## src/rtl/spi_slave_regif.sv

```systemverilog
// SPI slave endpoint for the 24-bit ID/address/data frame. Oversamples the SPI
// pins on the system clock and turns each valid frame into a single register
// write or read on the local register bus.
`timescale 1ns / 1ps

module spi_slave_regif #(
  parameter logic [6:0]  SLAVE_ID    = 7'h32,
  parameter int unsigned SYNC_STAGES = 2
) (
  input  logic       n_reset,
  input  logic       clock,
  input  logic       ss,
  input  logic       sck,
  input  logic       mosi,
  output logic       miso,
  output logic       miso_oe,
  output logic [7:0] reg_addr,
  output logic [7:0] reg_wdata,
  output logic       reg_we,
  output logic       reg_re,
  input  logic [7:0] reg_rdata,
  output logic       busy,
  output logic       frame_err
);

  typedef enum logic [2:0] {
    ST_IDLE,
    ST_ID,
    ST_ADDR,
    ST_DATA,
    ST_IGNORE
  } state_t;

  logic [SYNC_STAGES-1:0] ss_sync_q, sck_sync_q, mosi_sync_q;
  logic [SYNC_STAGES:0]   settle_q;
  logic                   ss_hist_q, sck_hist_q;
  logic                   ss_s, sck_s, mosi_s;
  logic                   sck_window, sck_rise, sck_fall, ss_fall;
  logic                   rise8, rise16, rise24;

  logic [4:0] bit_cnt_q, bit_cnt_d;
  logic [7:0] shift_q, shift_nxt;

  state_t     state_q, state_d;
  logic       rw_q, rw_d;
  logic       miso_q, miso_d;
  logic       miso_oe_q, miso_oe_d;
  logic [7:0] tx_shift_q, tx_shift_d;
  logic [7:0] reg_addr_q, reg_addr_d;
  logic [7:0] reg_wdata_q, reg_wdata_d;
  logic       reg_we_q, reg_we_d;
  logic       reg_re_q, reg_re_d;
  logic       frame_err_q, frame_err_d;

  // Pin synchronizers plus edge-history flops. The ss chain resets to its idle
  // (high) level; settle_q marks when the chain and history hold real pin
  // samples, so a frame already in progress at reset release is not joined.
  // NOTE: sequential state uses non-blocking (<=) so every flop samples pre-edge values.
  always_ff @(posedge clock or negedge n_reset) begin
    if (!n_reset) begin
      ss_sync_q   <= '1;
      sck_sync_q  <= '0;
      mosi_sync_q <= '0;
      ss_hist_q   <= 1'b1;
      sck_hist_q  <= 1'b0;
      settle_q    <= '0;
    end else begin
      ss_sync_q   <= {ss_sync_q[SYNC_STAGES-2:0], ss};
      sck_sync_q  <= {sck_sync_q[SYNC_STAGES-2:0], sck};
      mosi_sync_q <= {mosi_sync_q[SYNC_STAGES-2:0], mosi};
      ss_hist_q   <= ss_s;
      sck_hist_q  <= sck_s;
      settle_q    <= {settle_q[SYNC_STAGES-1:0], 1'b1};
    end
  end

  assign ss_s   = ss_sync_q[SYNC_STAGES-1];
  assign sck_s  = sck_sync_q[SYNC_STAGES-1];
  assign mosi_s = mosi_sync_q[SYNC_STAGES-1];

  // sck edges count while ss is low now or was low last cycle, so an sck rise
  // landing in the same cycle as the ss deassert is still processed.
  assign sck_window = ~(ss_s & ss_hist_q);
  assign sck_rise   = sck_s & ~sck_hist_q & sck_window;
  assign sck_fall   = ~sck_s & sck_hist_q & sck_window;
  assign ss_fall    = ~ss_s & ss_hist_q & settle_q[SYNC_STAGES];

  assign shift_nxt = {shift_q[6:0], mosi_s};
  assign rise8     = sck_rise && (bit_cnt_q == 5'd7);
  assign rise16    = sck_rise && (bit_cnt_q == 5'd15);
  assign rise24    = sck_rise && (bit_cnt_q == 5'd23);

  // Rise counter: clears while ss is high, saturates at 24.
  // NOTE: every always_comb output gets a default first so no latch is inferred.
  always_comb begin
    bit_cnt_d = bit_cnt_q;
    if (ss_s) begin
      bit_cnt_d = '0;
    end else if (sck_rise && (bit_cnt_q != 5'd24)) begin
      bit_cnt_d = bit_cnt_q + 5'd1;
    end
  end

  // Receive shift register and rise counter.
  always_ff @(posedge clock or negedge n_reset) begin
    if (!n_reset) begin
      bit_cnt_q <= '0;
      shift_q   <= '0;
    end else begin
      bit_cnt_q <= bit_cnt_d;
      if (sck_rise) shift_q <= shift_nxt;
    end
  end

  // Frame FSM next-state and register-bus/miso control.
  always_comb begin
    state_d     = state_q;
    rw_d        = rw_q;
    miso_d      = miso_q;
    miso_oe_d   = miso_oe_q;
    tx_shift_d  = tx_shift_q;
    reg_addr_d  = reg_addr_q;
    reg_wdata_d = reg_wdata_q;
    reg_we_d    = 1'b0;
    reg_re_d    = 1'b0;
    frame_err_d = 1'b0;

    // Read data arrives the cycle after the strobe; bit 7 goes out first.
    if (reg_re_q) begin
      tx_shift_d = reg_rdata;
      miso_d     = reg_rdata[7];
    end

    case (state_q)
      ST_IDLE: if (ss_fall) state_d = ST_ID;
      ST_ID: begin
        if (rise8) begin
          if (shift_nxt[7:1] == SLAVE_ID) begin
            state_d   = ST_ADDR;
            rw_d      = shift_nxt[0];
            miso_oe_d = shift_nxt[0];
          end else begin
            state_d = ST_IGNORE;
          end
        end
      end
      ST_ADDR: begin
        if (rise16) begin
          reg_addr_d = shift_nxt;
          reg_re_d   = rw_q;
          state_d    = ST_DATA;
        end
      end
      ST_DATA: begin
        // Falls after rises 17..23 advance the transmit byte by one bit.
        if (rw_q && sck_fall && (bit_cnt_q >= 5'd17) && (bit_cnt_q <= 5'd23)) begin
          tx_shift_d = {tx_shift_q[6:0], 1'b0};
          miso_d     = tx_shift_q[6];
        end
        if (rise24) begin
          if (!rw_q) begin
            reg_we_d    = 1'b1;
            reg_wdata_d = shift_nxt;
          end
          state_d = ST_IGNORE;
        end
      end
      ST_IGNORE: ;
      default: state_d = ST_IDLE;
    endcase

    // ss high ends the frame from any state; a matched frame cut short of its
    // 24th rise is flagged.
    if (ss_s) begin
      state_d     = ST_IDLE;
      miso_d      = 1'b0;
      miso_oe_d   = 1'b0;
      frame_err_d = (state_q inside {ST_ADDR, ST_DATA}) && (bit_cnt_q >= 5'd8) &&
                    !((state_q == ST_DATA) && rise24);
    end
  end

  // FSM state and registered outputs.
  always_ff @(posedge clock or negedge n_reset) begin
    if (!n_reset) begin
      state_q     <= ST_IDLE;
      rw_q        <= 1'b0;
      miso_q      <= 1'b0;
      miso_oe_q   <= 1'b0;
      tx_shift_q  <= '0;
      reg_addr_q  <= '0;
      reg_wdata_q <= '0;
      reg_we_q    <= 1'b0;
      reg_re_q    <= 1'b0;
      frame_err_q <= 1'b0;
    end else begin
      state_q     <= state_d;
      rw_q        <= rw_d;
      miso_q      <= miso_d;
      miso_oe_q   <= miso_oe_d;
      tx_shift_q  <= tx_shift_d;
      reg_addr_q  <= reg_addr_d;
      reg_wdata_q <= reg_wdata_d;
      reg_we_q    <= reg_we_d;
      reg_re_q    <= reg_re_d;
      frame_err_q <= frame_err_d;
    end
  end

  assign miso      = miso_q & miso_oe_q;
  assign miso_oe   = miso_oe_q;
  assign reg_addr  = reg_addr_q;
  assign reg_wdata = reg_wdata_q;
  assign reg_we    = reg_we_q;
  assign reg_re    = reg_re_q;
  assign busy      = ~ss_s;
  assign frame_err = frame_err_q;

endmodule

```

## config.mk

```make
export PLATFORM = sky130hd
export DESIGN_NAME = spi_slave_regif
export DESIGN_NICKNAME = d
export VERILOG_FILES = /design/src/rtl/spi_slave_regif.sv
export SDC_FILE = /design/constraint.sdc
export NUM_CORES = 1
export LEC_CHECK = 0
export CAP_MARGIN = 20
export CORE_ASPECT_RATIO = 0.8
export CORE_MARGIN = 2
export CORE_UTILIZATION = 54
export CTS_CLUSTER_DIAMETER = 40
export DETAILED_ROUTE_END_ITERATION = 7
export GPL_TIMING_DRIVEN = 0
export HOLD_SLACK_MARGIN = 0.02
export PLACE_DENSITY_LB_ADDON = 0.1
export SLEW_MARGIN = 20
export SYNTH_ARGS = -nofsm -noshare
export SYNTH_HDL_FRONTEND = slang
export SYNTH_SLANG_ARGS = --single-unit
```

## constraint.sdc

```tcl
create_clock -name clock -period 4.73 [get_ports clock]
set_input_delay 1.1825 -clock clock [delete_from_list [all_inputs] [get_ports clock]]
set_output_delay 1.1825 -clock clock [all_outputs]
set_load 0.005 [all_outputs]
```

==> results.yml <==
logic_synthesis:
  postSynthAreaPerCell_sq_um: 13.9
  yosysUniqueCellTypes: 50
  yosys.area.top_type_share_pct: 53.0
  synth_warnings: 0
  synth-seq-area-share_pct: 56.2
  syn-num-nets: 194
  synth_edf_count: 0
  synthTopCellsByArea: "dfrtp_1 (53%), mux2_1 (7.3%), mux2_4 (4.9%)"
  yosysTopAreaCell: "dfrtp_1"
  ys.flop_type: "dfrtp_1"
  ys_async_sr_fraction_pct: 100
  syn_inst: 177
  ys_ff_latch: 55
  syn_area_sq_um: 2450
critical_path:
  critPathMaxFanout: 10
  reg2reg_to: "state_q[1]"
  r2r-start: "bit_cnt_q[0]"
  cp_data_required_time_ps: 3550
  cp-end-kind: "output port"
  path_class: "register to output port"
  worstRegToRegCells: 8
  critPathLaunch: "ss_sync_q[1]"
  worstSetupStartpointType: "register"
  reg2reg_slack_ps: 2600
  worstPathArrival_ps: 1880
place:
  placed_cells: 268
  place_area_sq_um: 2860
  detailed_place_hpwl_um: 2980
  place_congestion: 0.820
  port_buffers: 34
sta:
  maxSlewViolCount: 0
  setup_viol: 0
  slew_headroom_pct: 55.4
  whs_ps: 356
  fin_crit_sh_pct: 64.8
  hold_viol: 0
  finClkSkew_ps: 8.14
  tightest_slew_ps: 669
  fmax_mhz: 326
  rsz0062_at_grt: "no"
  setup_tns_ps: 0
  layout_min_cycle_time_ps: 3060
global_route:
  overflow: 0
  antenna_found_initial: 0
  grt_pass1_wl_um: 7390
  grt_max_degree: 56
  grt_use_total_pct: 19.0
  grt_pass1_vias: 1456
clock_tree:
  cts_resized: 0
  htreeDepth: 2
  cts.path.max_buffers: 2
  insertion_delay_ps: 300
  clk_pin_slew_worst_paths_ps: 90
  cts-root-buf: "clkbuf_8"
  cts_tree: "yes"
  cts_num_sinks: 55
  post_cts_buffers: 0
  cts_inserted_buffers: 5
  hold_buffers: 0
drt:
  drtAntennaViolNets: 0
  drtIter0Drc: 116
  wirelength_um: 4210
  drc_errors: 0
  viasPerCell: 5.27
  vias: 1455
  drt-wirelength-per-cell_um: 15.3
  firstDrtPassIters: 4
run:
  drv_cap: 0
die:
  fp.coreArea_sq_um: 4280
  io_pins: 35
  fp.dieH_um: 64.3
  die-area_sq_um: 5100
  start_util_pct: 57.3
  num_rows: 21
  die_x_um: 79.4
min_path:
  hold_class: "register to register"
  holdPathStages: 0
  hold_end: "mosi_sync_q[1]"
  hold_path_startpoint: "mosi_sync_q[0]"
final_layout:
  final_area_sq_um: 2940
  layout_common_cells: "dfrtp_1 (52), clkdlybuf4s50_1 (33), mux2_1 (16)"
  drive_gt1_share_pct: 21.9
  syn_to_final_growth_pct: 19.9
  fillers: 312
  diodes: 0
  fin_cells: 276
  finalNetCount: 235
  final_common_cell: "dfrtp_1"
power_and_ir_drop:
  p_switching_mw: 0.206
  switching_share_pct: 24.1
  p_leak_nw: 1.26
  p_comb_share_pct: 8.5
  cellPowerDensity_nw_per_um2: 290
  pwr-share-clk_pct: 28.4
  seqPwrFrac_pct: 63.2
  p_int_mw: 0.647
  ir_worst_vdd_v: 0.000244
status:
  status: "finished clean"
[cell families (layout without fill, tap and decap cells)]
logic type / Yosys count / after routing / synth area share, %
AO/OA/AOI/OAI: 18 / 18 / 6.83
XOR/XNOR: 3 / 3 / 1.07
adder cells (fa/ha/maj): 4 / 4 / 2.04
buffers and inverters: 14 / 56 / 3.41
flip-flops: 55 / 55 / 56.2
multiplexers: 35 / 35 / 16.7
other: 1 / 1 / 0.153
AND/OR/NAND/NOR: 47 / 47 / 13.6
[layout make-up]
cell class | count | area (sq um) | area share (%)
sequential | 55 | 1380 | 46.9
multi-input combinational | 108 | 991 | 33.7
timing repair buffer | 34 | 338 | 11.5
clock buffer | 8 | 80.1 | 2.72
tap | 57 | 71.3 | 2.42
buffer | 5 | 50.0 | 1.70
inverter | 9 | 33.8 | 1.15
[worst max-delay path, stage by stage, from the launching register on]
cell	delay [ps]
dfstp_2	590
clkbuf_1	460
inv_2	80
clkdlybuf4s50_1	460
[synth_stat cells (2+ instances only)]
| library cell | number |
|---|---|
| dfrtp_1 | 52 |
| mux2_1 | 16 |
| nor2_1 | 12 |
| mux2i_1 | 11 |
| mux2_4 | 8 |
| inv_1 | 7 |
| a21oi_2 | 6 |
| ha_1 | 4 |
| nand2_1 | 4 |
| and3_1 | 3 |
| dfstp_2 | 3 |
| nand3_1 | 3 |
| nor2_2 | 3 |
| a21oi_1 | 2 |
| buf_6 | 2 |
| inv_2 | 2 |
| nand2b_1 | 2 |
| nor3_4 | 2 |
| nor4_1 | 2 |
| o41ai_2 | 2 |
| xor2_1 | 2 |
[power by group through the flow]
| stage | logic (mW) | registers [mW] | clock network, mW |
|---|---|---|---|
| 2_1_floorplan | 0.0462 | 0.535 | 0 |
| 3_3_place_gp | 0.0701 | 0.545 | 0 |
| 3_5_place_dp | 0.0733 | 0.549 | 0 |
| 4_1_cts | 0.0735 | 0.539 | 0.249 |
| 5_1_grt | 0.0818 | 0.547 | 0.272 |
| 6_report | 0.0720 | 0.538 | 0.242 |
[sequential cells by signal, indices dropped and copies added, names as in the netlist]
signal       flops
sck_sync_q       2
miso_oe          1
bit_cnt_q        5
reg_wdata        8
tx_shift_q       7
reg_re           1
settle_q         3
reg_addr         8
mosi_sync_q      2
sck_hist_q       1
rw_q             1
ss_sync_q        2
frame_err        1
ss_hist_q        1
reg_we           1
miso_q           1
shift_q          7
state_q          3
[per-layer routing]
| metal | routed length, um | vias to the layer above | GRT usage [%] |
|---|---|---|---|
| met2 | 1910 | 29 | 27.3 |
| met1 | 2110 | 723 | 28.5 |
| met5 | 0 | - | 0 |
| met3 | 144 | 5 | 5.23 |
| li1 | - | 698 | - |
| met4 | 50 | 0 | 5.17 |
[worst max path at each step]
stage / depth (start not counted) / slack (ps) / endpoint
2_1_floorplan: 2 / 2640 / busy
3_3_place_gp: 1 / 930 / tx_shift_q[4]
3_5_place_dp: 3 / 1980 / busy
4_1_cts: 3 / 1650 / busy
5_1_grt: 3 / 1560 / busy
6_report: 3 / 1670 / busy
[stage by stage]
| step | setup WS (ps) | total power, mW | util, % |
|---|---|---|---|
| after global routing | 1560 | 0.901 | 68.7 |
| final | 1670 | 0.852 | 68.7 |
| after floorplan | 2640 | 0.581 | - |
| after CTS | 1650 | 0.862 | 68.7 |
| after detailed placement | 1980 | 0.622 | 66.9 |
| after global placement | 933 | 0.616 | 66.9 |
Note: power is estimated with default switching activity, not from simulation.
